### src/rtl/wb_dma_ch_dispatch.sv
// Grant consumer for the DMA channel arbiter: starts the engine on the granted channel,
// waits for done/error/watchdog, then returns a one-cycle advance so the arbiter rotates.
module wb_dma_ch_dispatch #(
    parameter int CH_COUNT  = 31,
    parameter int TO_CYCLES = 1024
) (
    input  logic        clk,
    input  logic        rst,
    input  logic [30:0] req,
    input  logic [4:0]  gnt,
    input  logic        pause,
    input  logic        de_done,
    input  logic        de_err,
    output logic        de_start,
    output logic        de_abort,
    output logic [4:0]  de_ch,
    output logic [30:0] ch_ack,
    output logic [30:0] ch_err,
    output logic        advance,
    output logic        busy,
    output logic [1:0]  dbg_state
);

    localparam logic [1:0]  IDLE    = 2'd0;
    localparam logic [1:0]  BUSY    = 2'd1;
    localparam logic [1:0]  SETTLE  = 2'd2;
    localparam logic [5:0]  CH_LIM  = 6'(CH_COUNT);
    localparam logic [15:0] TO_LAST = 16'(TO_CYCLES - 1);
    localparam bit          TO_EN   = (TO_CYCLES != 0);

    logic [1:0]  r_state;
    logic [15:0] r_cnt;
    logic        r_de_start;
    logic        r_de_abort;
    logic [4:0]  r_de_ch;
    logic [30:0] r_ch_ack;
    logic [30:0] r_ch_err;
    logic        r_advance;
    logic        r_busy;

    logic [31:0] w_req_ext;
    logic        w_req_sel;
    logic        w_start;
    logic        w_timeout;
    logic [30:0] w_onehot;

    // Extra top bit keeps req indexable for gnt=31; the range check masks it anyway.
    assign w_req_ext = {1'b0, req};
    assign w_req_sel = w_req_ext[gnt];
    assign w_start   = !pause && ({1'b0, gnt} < CH_LIM) && w_req_sel;
    assign w_timeout = TO_EN && (r_cnt == TO_LAST);
    assign w_onehot  = 31'd1 << r_de_ch;

    always_ff @(posedge clk or negedge rst) begin
        if (!rst) begin
            r_state    <= IDLE;
            r_cnt      <= '0;
            r_de_start <= 1'b0;
            r_de_abort <= 1'b0;
            r_de_ch    <= '0;
            r_ch_ack   <= '0;
            r_ch_err   <= '0;
            r_advance  <= 1'b0;
            r_busy     <= 1'b0;
        end else begin
            r_de_start <= 1'b0;
            r_de_abort <= 1'b0;
            r_ch_ack   <= '0;
            r_ch_err   <= '0;
            r_advance  <= 1'b0;
            case (r_state)
                IDLE: begin
                    if (w_start) begin
                        r_de_ch    <= gnt;
                        r_de_start <= 1'b1;
                        r_cnt      <= '0;
                        r_state    <= BUSY;
                        r_busy     <= 1'b1;
                    end
                end
                BUSY: begin
                    r_cnt <= r_cnt + 16'd1;
                    if (de_err) begin
                        r_ch_err  <= w_onehot;
                        r_advance <= 1'b1;
                        r_state   <= SETTLE;
                    end else if (de_done) begin
                        r_ch_ack  <= w_onehot;
                        r_advance <= 1'b1;
                        r_state   <= SETTLE;
                    end else if (w_timeout) begin
                        r_ch_err   <= w_onehot;
                        r_de_abort <= 1'b1;
                        r_advance  <= 1'b1;
                        r_state    <= SETTLE;
                    end
                end
                // One dead cycle so the arbiter's stale grant is never re-sampled.
                SETTLE: begin
                    r_state <= IDLE;
                    r_busy  <= 1'b0;
                end
                default: begin
                    r_state <= IDLE;
                    r_busy  <= 1'b0;
                end
            endcase
        end
    end

    assign de_start  = r_de_start;
    assign de_abort  = r_de_abort;
    assign de_ch     = r_de_ch;
    assign ch_ack    = r_ch_ack;
    assign ch_err    = r_ch_err;
    assign advance   = r_advance;
    assign busy      = r_busy;
    assign dbg_state = r_state;

endmodule

### config.mk
export PLATFORM = sky130hd
export DESIGN_NAME = wb_dma_ch_dispatch
export DESIGN_NICKNAME = d
export VERILOG_FILES = /design/src/rtl/wb_dma_ch_dispatch.sv
export SDC_FILE = /design/constraint.sdc
export NUM_CORES = 1
export LEC_CHECK = 0
export BUFFER_PORTS_ARGS = -buffer_cell sky130_fd_sc_hd__buf_2
export CORE_MARGIN = 4
export CORE_UTILIZATION = 47
export CTS_BUF_LIST = sky130_fd_sc_hd__clkbuf_8
export CTS_CLUSTER_DIAMETER = 30
export DETAILED_ROUTE_END_ITERATION = 12
export HOLD_SLACK_MARGIN = 0.05
export PLACE_DENSITY = 0.78
export SLEW_MARGIN = 20
export SYNTH_ARGS = -nofsm -noshare
export SYNTH_HDL_FRONTEND = slang
export SYNTH_SLANG_ARGS = --single-unit
### constraint.sdc
create_clock -name clk -period 2 [get_ports clk]
set_clock_uncertainty 0.1 [all_clocks]
set_input_delay 0 -clock clk [delete_from_list [all_inputs] [get_ports clk]]
set_output_delay 0 -clock clk [all_outputs]
set_load 0.005 [all_outputs]
==> out/metrics.csv, run 1 <==
metric,value,unit
global placement routability congestion,0.864,
core area,7330,µm²
cts bufs inserted,9,
number of H-tree levels,3,
"commonest non-fill, non-tap cell in the layout",buf_2,
Max-slew headroom,59.4,%
"commonest non-fill, non-tap cells in the layout","buf_2, dfrtp_1, nor2_1",
Least-Margin Pin Slew,609,ps
crit path cell chain,buf_2 -> mux4_2 -> mux2_2 -> o22ai_2 -> a31oi_4 -> buf_6 -> buf_12 -> buf_4 -> nor4_2,
ys flop type,dfrtp_1,
#FFs+latches synth,89,
Boundary Pins,114,
Die Ht,95.2,µm
largest net degree at the start of global routing,47,
Worst-Skew Late Latency,350,ps
DRT antenna net count,0,
Critical Path AT,2110,ps
CP Class,in2reg,
Syn Nets,360,
final setup fails,0,
die area,9070,µm²
crit path launch type,primary input,
Max Slew Vio Count,0,
sequential fraction of the synthesis area,62.3,%
Vias,2963,
Final period util,97.6,%
slowest cell delay on critical path,540,ps
Required @ worst endpoint,2160,ps
"EDFF count, synth",0,
Syn Area/Cell,11.2,µm²
DRC errors left,0,
DP HPWL,6410,µm
CP Capture Type,flop,
Clock Tree Buf Depth,2,
Initial Utilization,48.8,%
Worst-path clk slew,90,ps
ys async rst share,100,%
family with the most delay on the worst path,multiplexers,
number of global-route vias before repair,3067,
Tmin final,1950,ps
setup tns final,0,ps
Peak VDD IR,0.000581,V
clock root buffer,clkbuf_8,
mapped cell area,3580,µm²
routed vias/inst,5.06,
Critical-path top delay cell,mux4_2,
P&R area growth vs syn,38.6,%
status,"finished, final reports clean",
crit-path max FO,14,
antenna cells,0,
Global Route Usage Sum,21.2,%
Setup WS pre-CTS,-469,ps
setup ws final,48.6,ps
Max Fclk,0.512,GHz
Worst Hold Class,in2async,
Pwr per Cell Area,919,nW/µm²
Routed WL,9300,µm
"Hold Vio Cnt, Final",0,
CTS tree,yes,
layout net count,523,
WL/cell,15.9,µm
Yosys warnings,0,
row count,31,
GRT overflow,0,
"Distinct cells, synth",42,
Synth Instances,318,
I/O Buffers,113,
max cap viols,0,
initial antenna violation count,0,
1st-iter DRT viols,92,
first-pass GRT wire length,14600,µm
Leak,2.53,nW
worst path bufs/invs,4,
drt first pass iters,5,
DIE WIDTH,95.2,µm
layout cells sized above 1,44.4,%
CTS Sinks,89,
[cells by family after synthesis]
logic type	synth area share (%)
and+or+nand+nor	20.7
DFF	62.3
AOI/OAI and AO/OA	4.79
muxes	7.94
buffers and inverters	2.76
xor gates and xnor gates	1.22
adders and majority gates	0.350
[power breakdown]
| group | internal, mW | total [mW] | switching, mW |
|---|---|---|---|
| logic | 0.521 | 1.15 | 0.633 |
| clock network | 0.706 | 1.33 | 0.622 |
| registers | 1.92 | 2.08 | 0.158 |
[final timing paths]
| path | startpoint | end | depth (start not counted) | slack, ps |
|---|---|---|---|---|
| max | gnt[0] | r_cnt[5] | 9 | 50 |
| min | rst | ch_err[6] | 2 | 90 |
| max reg2reg | dbg_state[1] | de_ch[1] | 5 | 50 |
| min reg2reg | busy | busy | 1 | 420 |
| max in group asynchronous | rst | ch_ack[27] | 3 | 1090 |
| min in group clk | gnt[0] | de_ch[0] | 3 | 170 |
[repair_timing]
item	4_1_cts	5_1_grt
setup endpoints to repair	42	51
gates resized for setup	6	19
hold buffers	7	0
pin swaps	1	7
cloned	0	0
endpoints found under the hold margin	97	0
setup buffers	6	5
[state kept, by name, indices dropped and copies added (netlist names)]
name and cells:
r_cnt 16, busy 1, de_ch 5, dbg_state 2
ch_err 31, de_start 1, advance 1, de_abort 1
ch_ack 31
[cell type report]
class                      instances  area [µm²]
tap                               99         124
inverter                           5        18.8
timing repair buffer             167        1030
clock inverter                     7        93.8
clock buffer                       9         124
multi-input combinational        209        1340
fill                             565        2370
sequential                        89        2230
[through the flow]
stage / std cells / hold slack, ps / instance area [µm²] / total power, mW / utilization, %
floorplan: 318 / -396 / 3580 / 2.64 / -
global placement: 551 / -63.4 / 4480 / 3.07 / 61.1
detailed placement: 551 / -56.1 / 4480 / 3.11 / 61.1
CTS: 580 / 107 / 4840 / 4.50 / 66.0
global route: 585 / 145 / 4960 / 4.80 / 67.7
finish: 585 / 85.6 / 4960 / 4.56 / 67.7
[worst reg2reg max path, cell delays in order (launching register included)]
cell,delay (ps)
dfrtp_1,410
nor4_1,290
o2111ai_1,250
a31oi_4,300
buf_4,150
mux2_2,330
[metal layers]
metal | vias to the layer above | track usage [%] | share of wire (%)
li1 | 1412 | - | -
met1 | 1429 | 25.4 | 41
met2 | 109 | 37.6 | 52
met3 | 13 | 5.29 | 5.8
met4 | 0 | 6.37 | 1.4
met5 | - | 0 | 0
[cell usage after synthesis, drive strengths merged (2+ instances only)]
cell	n	area, µm²
dfrtp	89	2230
nand2	12	45.0
a21oi	2	10.0
xnor2	3	26.3
o311a	2	20.0
mux4	4	90.1
nand4	5	31.3
nor3	12	60.1
clkbuf	10	37.5
a31oi	2	18.8
or2	2	12.5
nor2	86	323
or3b	2	17.5
nor4	7	50.1
mux2i	7	70.1
and3	4	25.0
xor2	2	17.5
or3	2	12.5
mux2	10	124
nor2b	3	18.8
inv	5	18.8
nand3b	6	45.0
o21ai	4	20.0
buf	5	42.5
o2111ai	2	17.5
nand2b	3	18.8
o31ai	2	15.0
nand3	16	80.1
(Power assumes the default switching activity.)
==> inputs of run 2 (changes only) <==
Settings changed: PLACE_DENSITY 0.78 to 0.87.
==> out/metrics.csv, run 2 (synthesis gave the netlist of run 1 again) <==
metric,value,unit
layout cells sized above 1,41.4,%
CP Capture Type,flop,
reg2reg start,r_cnt[1],
max cap viols,0,
Initial Utilization,48.8,%
setup tns final,0,ps
core area,7330,µm²
"commonest non-fill, non-tap cell in the layout",buf_2,
Die Ht,95.2,µm
Boundary Pins,114,
Max-slew headroom,61.4,%
final setup fails,0,
Vias,2905,
Least-Margin Pin Slew,573,ps
drt first pass iters,4,
P&R area growth vs syn,35.0,%
status,"finished, final reports clean",
Leak,2.46,nW
Pwr per Cell Area,933,nW/µm²
GRT overflow,0,
Max Fclk,0.513,GHz
global placement routability congestion,0.833,
"Hold Vio Cnt, Final",0,
flop2flop setup slack,50,ps
Critical Path AT,2140,ps
fillcell total,567,
capturing point of the worst reg2reg path,ch_err[12],
1st-iter DRT viols,120,
number of H-tree levels,3,
Critical Path Sink,ch_err[12],
DRC errors left,0,
I/O Buffers,113,
die area,9070,µm²
cts bufs inserted,9,
Required @ worst endpoint,2190,ps
hold slack,61.9,ps
Setup WS pre-CTS,-19.5,ps
layout net count,510,
Tmin final,1950,ps
Peak VDD IR,0.000582,V
Worst-Skew Late Latency,360,ps
first-pass GRT wire length,13900,µm
"commonest non-fill, non-tap cells in the layout","buf_2, dfrtp_1, nor2_1",
CP Class,reg2reg,
DIE WIDTH,95.2,µm
clock root buffer,clkbuf_8,
routed vias/inst,5.08,
CTS tree,yes,
Final period util,97.4,%
Critical Path Start,r_cnt[1],
Worst-path clk slew,90,ps
placed cells,545,
Final Non-Filler Cells,572,
worst-case reg-to-reg path depth,8,
DRT antenna net count,0,
DP HPWL,6090,µm
row count,31,
Worst Hold Class,in2async,
largest net degree at the start of global routing,46,
Max Slew Vio Count,0,
crit path launch type,flop,
RSZ-0062 raised after global routing,yes,
crit-path max FO,8,
Clock Tree Buf Depth,2,
number of global-route vias before repair,2851,
Routed WL,8590,µm
"Power, Total",4.51,mW
WL/cell,15.0,µm
setup ws final,52.5,ps
initial antenna violation count,0,
antenna cells,0,
CTS Sinks,89,
Global Route Usage Sum,19.9,%
[run 2: cell types whose count changed in the layout (fill, tap and decap cells not counted), sizes merged]
cell	before	now
buf	160	145
clkbuf	9	10
clkinvlp	1	2
dlygate4sd3	7	8
inv	8	7
[run 2: layout make-up]
type	instances	area, µm²	area share (%)
clock buffers	9	124	2.56
clock inverters	7	100	2.07
inverters	5	18.8	0.389
multi-input cells	209	1310	27.1
flip-flops and latches	89	2230	46.1
well taps	99	124	2.56
repair buffers	154	926	19.2
[run 2: report_power, final]
group	leakage, nW	switching, mW	internal (mW)	total [mW]
Clock	0.108	0.652	0.714	1.37
Combinational	1.13	0.578	0.480	1.06
Sequential	1.22	0.163	1.92	2.08
Total	2.46	1.39	3.11	4.51
[run 2: through the flow]
| stage | utilization (%) | area, µm² |
|---|---|---|
| 6_report | 65.9 | 4830 |
| 2_1_floorplan | - | 3580 |
| 4_1_cts | 64.8 | 4750 |
| 5_1_grt | 65.9 | 4830 |
| 3_3_place_gp | 60.5 | 4430 |
| 3_5_place_dp | 60.5 | 4430 |
[run 2: worst min path at each step]
stage            endpoint  slack [ps]
2_1_floorplan     advance        -400
3_3_place_gp   ch_err[13]         -90
3_5_place_dp   ch_err[13]         -80
4_1_cts        ch_err[13]          60
5_1_grt          de_ch[4]          90
6_report       ch_err[13]          60
[run 2: critical path, stage by stage, from the launching register on]
cell,delay (ps)
dfrtp_1,380
ha_2,210
nand3_2,90
or3_4,400
o31ai_4,210
buf_6,140
nand3_1,70
buf_4,180
nor2_1,100
[run 2: routing by layer]
metal | vias to the layer above | GRT usage, % | part of all wire (%)
met5 | - | 0 | 0
met4 | 0 | 5.53 | 0.97
met3 | 6 | 4.89 | 7.0
met2 | 119 | 34.9 | 51
met1 | 1399 | 24.4 | 41
li1 | 1381 | - | -
[run 2: repair_timing]
item | CTS | global route
buffers inserted | 0 | 3
endpoints found under the setup margin | 31 | 42
gates resized for setup | 2 | 15
hold endpoints to repair | 98 | 0
hold buffers | 8 | 0
pin swaps | 1 | 3
==> inputs of run 3 (changes only) <==
Settings changed: BUFFER_PORTS_ARGS -buffer_cell sky130_fd_sc_hd__buf_2 to default, CORE_UTILIZATION 47 to 59, DONT_BUFFER_PORTS from default to 1.
==> out/metrics.csv, run 3 (synthesis gave the netlist of run 1 again) <==
metric,value,unit
final setup fails,1,
crit-path max FO,8,
Least-Margin Pin Slew,431,ps
status,"complete, but fails checks",
GRT overflow,0,
Clock Tree Buf Depth,2,
Post-DP Area,3730,µm²
antenna cells,0,
Worst-Skew Late Latency,350,ps
Setup WS pre-CTS,-159,ps
met1 wire length,3300,µm
I/O Buffers,0,
Initial Utilization,60.8,%
Max-slew headroom,71.2,%
die area,7370,µm²
worst-case reg-to-reg path depth,7,
Die Ht,85.9,µm
row count,28,
Boundary Pins,114,
1st-iter DRT viols,296,
Max Slew Vio Count,0,
Peak VDD IR,0.000615,V
capturing point of the worst reg2reg path,ch_err[10],
clock root buffer,clkbuf_8,
family with the most delay on the worst path,simple AND/OR/NAND/NOR gates,
crit path cell chain,ha_2 -> nand3_2 -> or3_4 -> o31ai_4 -> buf_4 -> nand3_4 -> nor2_1,
highest routed layer,met4,
setup ws final,-3.62,ps
CTS tree,yes,
failing checks,"hold timing, setup timing",
cell area after layout,4180,µm²
Critical Path AT,2180,ps
global placement routability congestion,0.796,
Worst-path clk slew,90,ps
DP HPWL,5600,µm
Switching Fraction,31.8,%
Pint,2.92,mW
DIE WIDTH,85.9,µm
combinational group share of total power,21.8,%
CP Class,reg2reg,
met3 wire len,739,µm
Tmin final,2000,ps
hold slack,-772,ps
clock network power share,29.0,%
Final period util,100,%
crit path launch type,flop,
slowest cell delay on critical path,440,ps
Worst path depth,7,
"commonest non-fill, non-tap cells in the layout","dfrtp_1, nor2_1, buf_4",
Routed WL,8710,µm
reg2reg start,r_cnt[0],
routed vias/inst,6.22,
Critical Path Start,r_cnt[0],
Max Fclk,0.499,GHz
worst path bufs/invs,1,
CP Capture Type,flop,
Global Route Usage Sum,23.3,%
number of global-route vias before repair,2563,
cts bufs inserted,9,
DRT antenna net count,0,
"Hold Vio Cnt, Final",89,
sequential share of power,49.3,%
hold buffer count at CTS,8,
RSZ-0062 raised after global routing,yes,
placed cells,394,
WL/cell,20.4,µm
largest net degree at the start of global routing,90,
Critical-path top delay cell,or3_4,
flop2flop setup slack,-4,ps
P&R area growth vs syn,17.0,%
layout net count,388,
"Power, Total",4.29,mW
Final Non-Filler Cells,426,
"commonest non-fill, non-tap cell in the layout",dfrtp_1,
layout cells sized above 1,22.2,%
Pwr per Cell Area,1030,nW/µm²
Sw Pwr,1.37,mW
Leak,1.86,nW
drt first pass iters,5,
core area,5890,µm²
met2 WL,4440,µm
first-pass GRT wire length,13100,µm
Vias,2649,
number of H-tree levels,3,
Required @ worst endpoint,2170,ps
CTS Sinks,89,
Worst Hold Class,in2async,
max cap viols,0,
initial antenna violation count,0,
DRC errors left,0,
run 3: layout make-up:
| type | count | area, µm² |
|---|---|---|
| fillers | 367 | 1700 |
| repair buffers | 32 | 279 |
| clock buffers | 10 | 138 |
| clock inverters | 6 | 66.3 |
| well taps | 75 | 93.8 |
| inverters | 5 | 18.8 |
| multi-input cells | 209 | 1360 |
| flip-flops and latches | 89 | 2230 |
run 3: metal layers:
layer | up-vias | global-route usage [%]
met1 | 1310 | 29.4
met5 | - | 0
met3 | 26 | 7.30
li1 | 1145 | -
met4 | 0 | 8.78
met2 | 168 | 37.7
run 3: through the flow:
stage	util, %	setup TNS [ps]	hold WS [ps]
2_1_floorplan	-	0	-396
3_3_place_gp	63.4	-277	-394
3_5_place_dp	63.4	-2630	-394
4_1_cts	69.5	0	-784
5_1_grt	71.1	-1470	-796
6_report	71.1	-3.62	-772
run 3: worst register-to-register path: stages (launching register included):
cell	delay, ps
dfrtp_1	380
ha_2	200
nand3_2	100
or3_4	440
o31ai_4	200
buf_4	200
nand3_4	130
nor2_1	170
run 3: power groups by stage:
stage / Clock, mW / Sequential (mW) / Combinational, mW
2_1_floorplan: 0 / 2.05 / 0.586
3_3_place_gp: 0 / 2.13 / 0.738
3_5_place_dp: 0 / 2.14 / 0.760
4_1_cts: 1.26 / 2.10 / 0.841
5_1_grt: 1.34 / 2.14 / 1.00
6_report: 1.24 / 2.11 / 0.934
run 3: worst max-delay path by stage:
stage          slack [ps]          to
2_1_floorplan          50  ch_err[24]
3_3_place_gp          -40  ch_err[28]
3_5_place_dp         -160  ch_err[16]
4_1_cts              0.04  ch_err[25]
5_1_grt               -80  ch_err[27]
6_report               -4  ch_err[10]
run 3: what timing repair did:
action | CTS | global route
pin swaps | 4 | 5
setup buffers | 5 | 3
setup endpoints to repair | 33 | 39
gates resized for setup | 8 | 14
hold endpoints to repair | 131 | 89
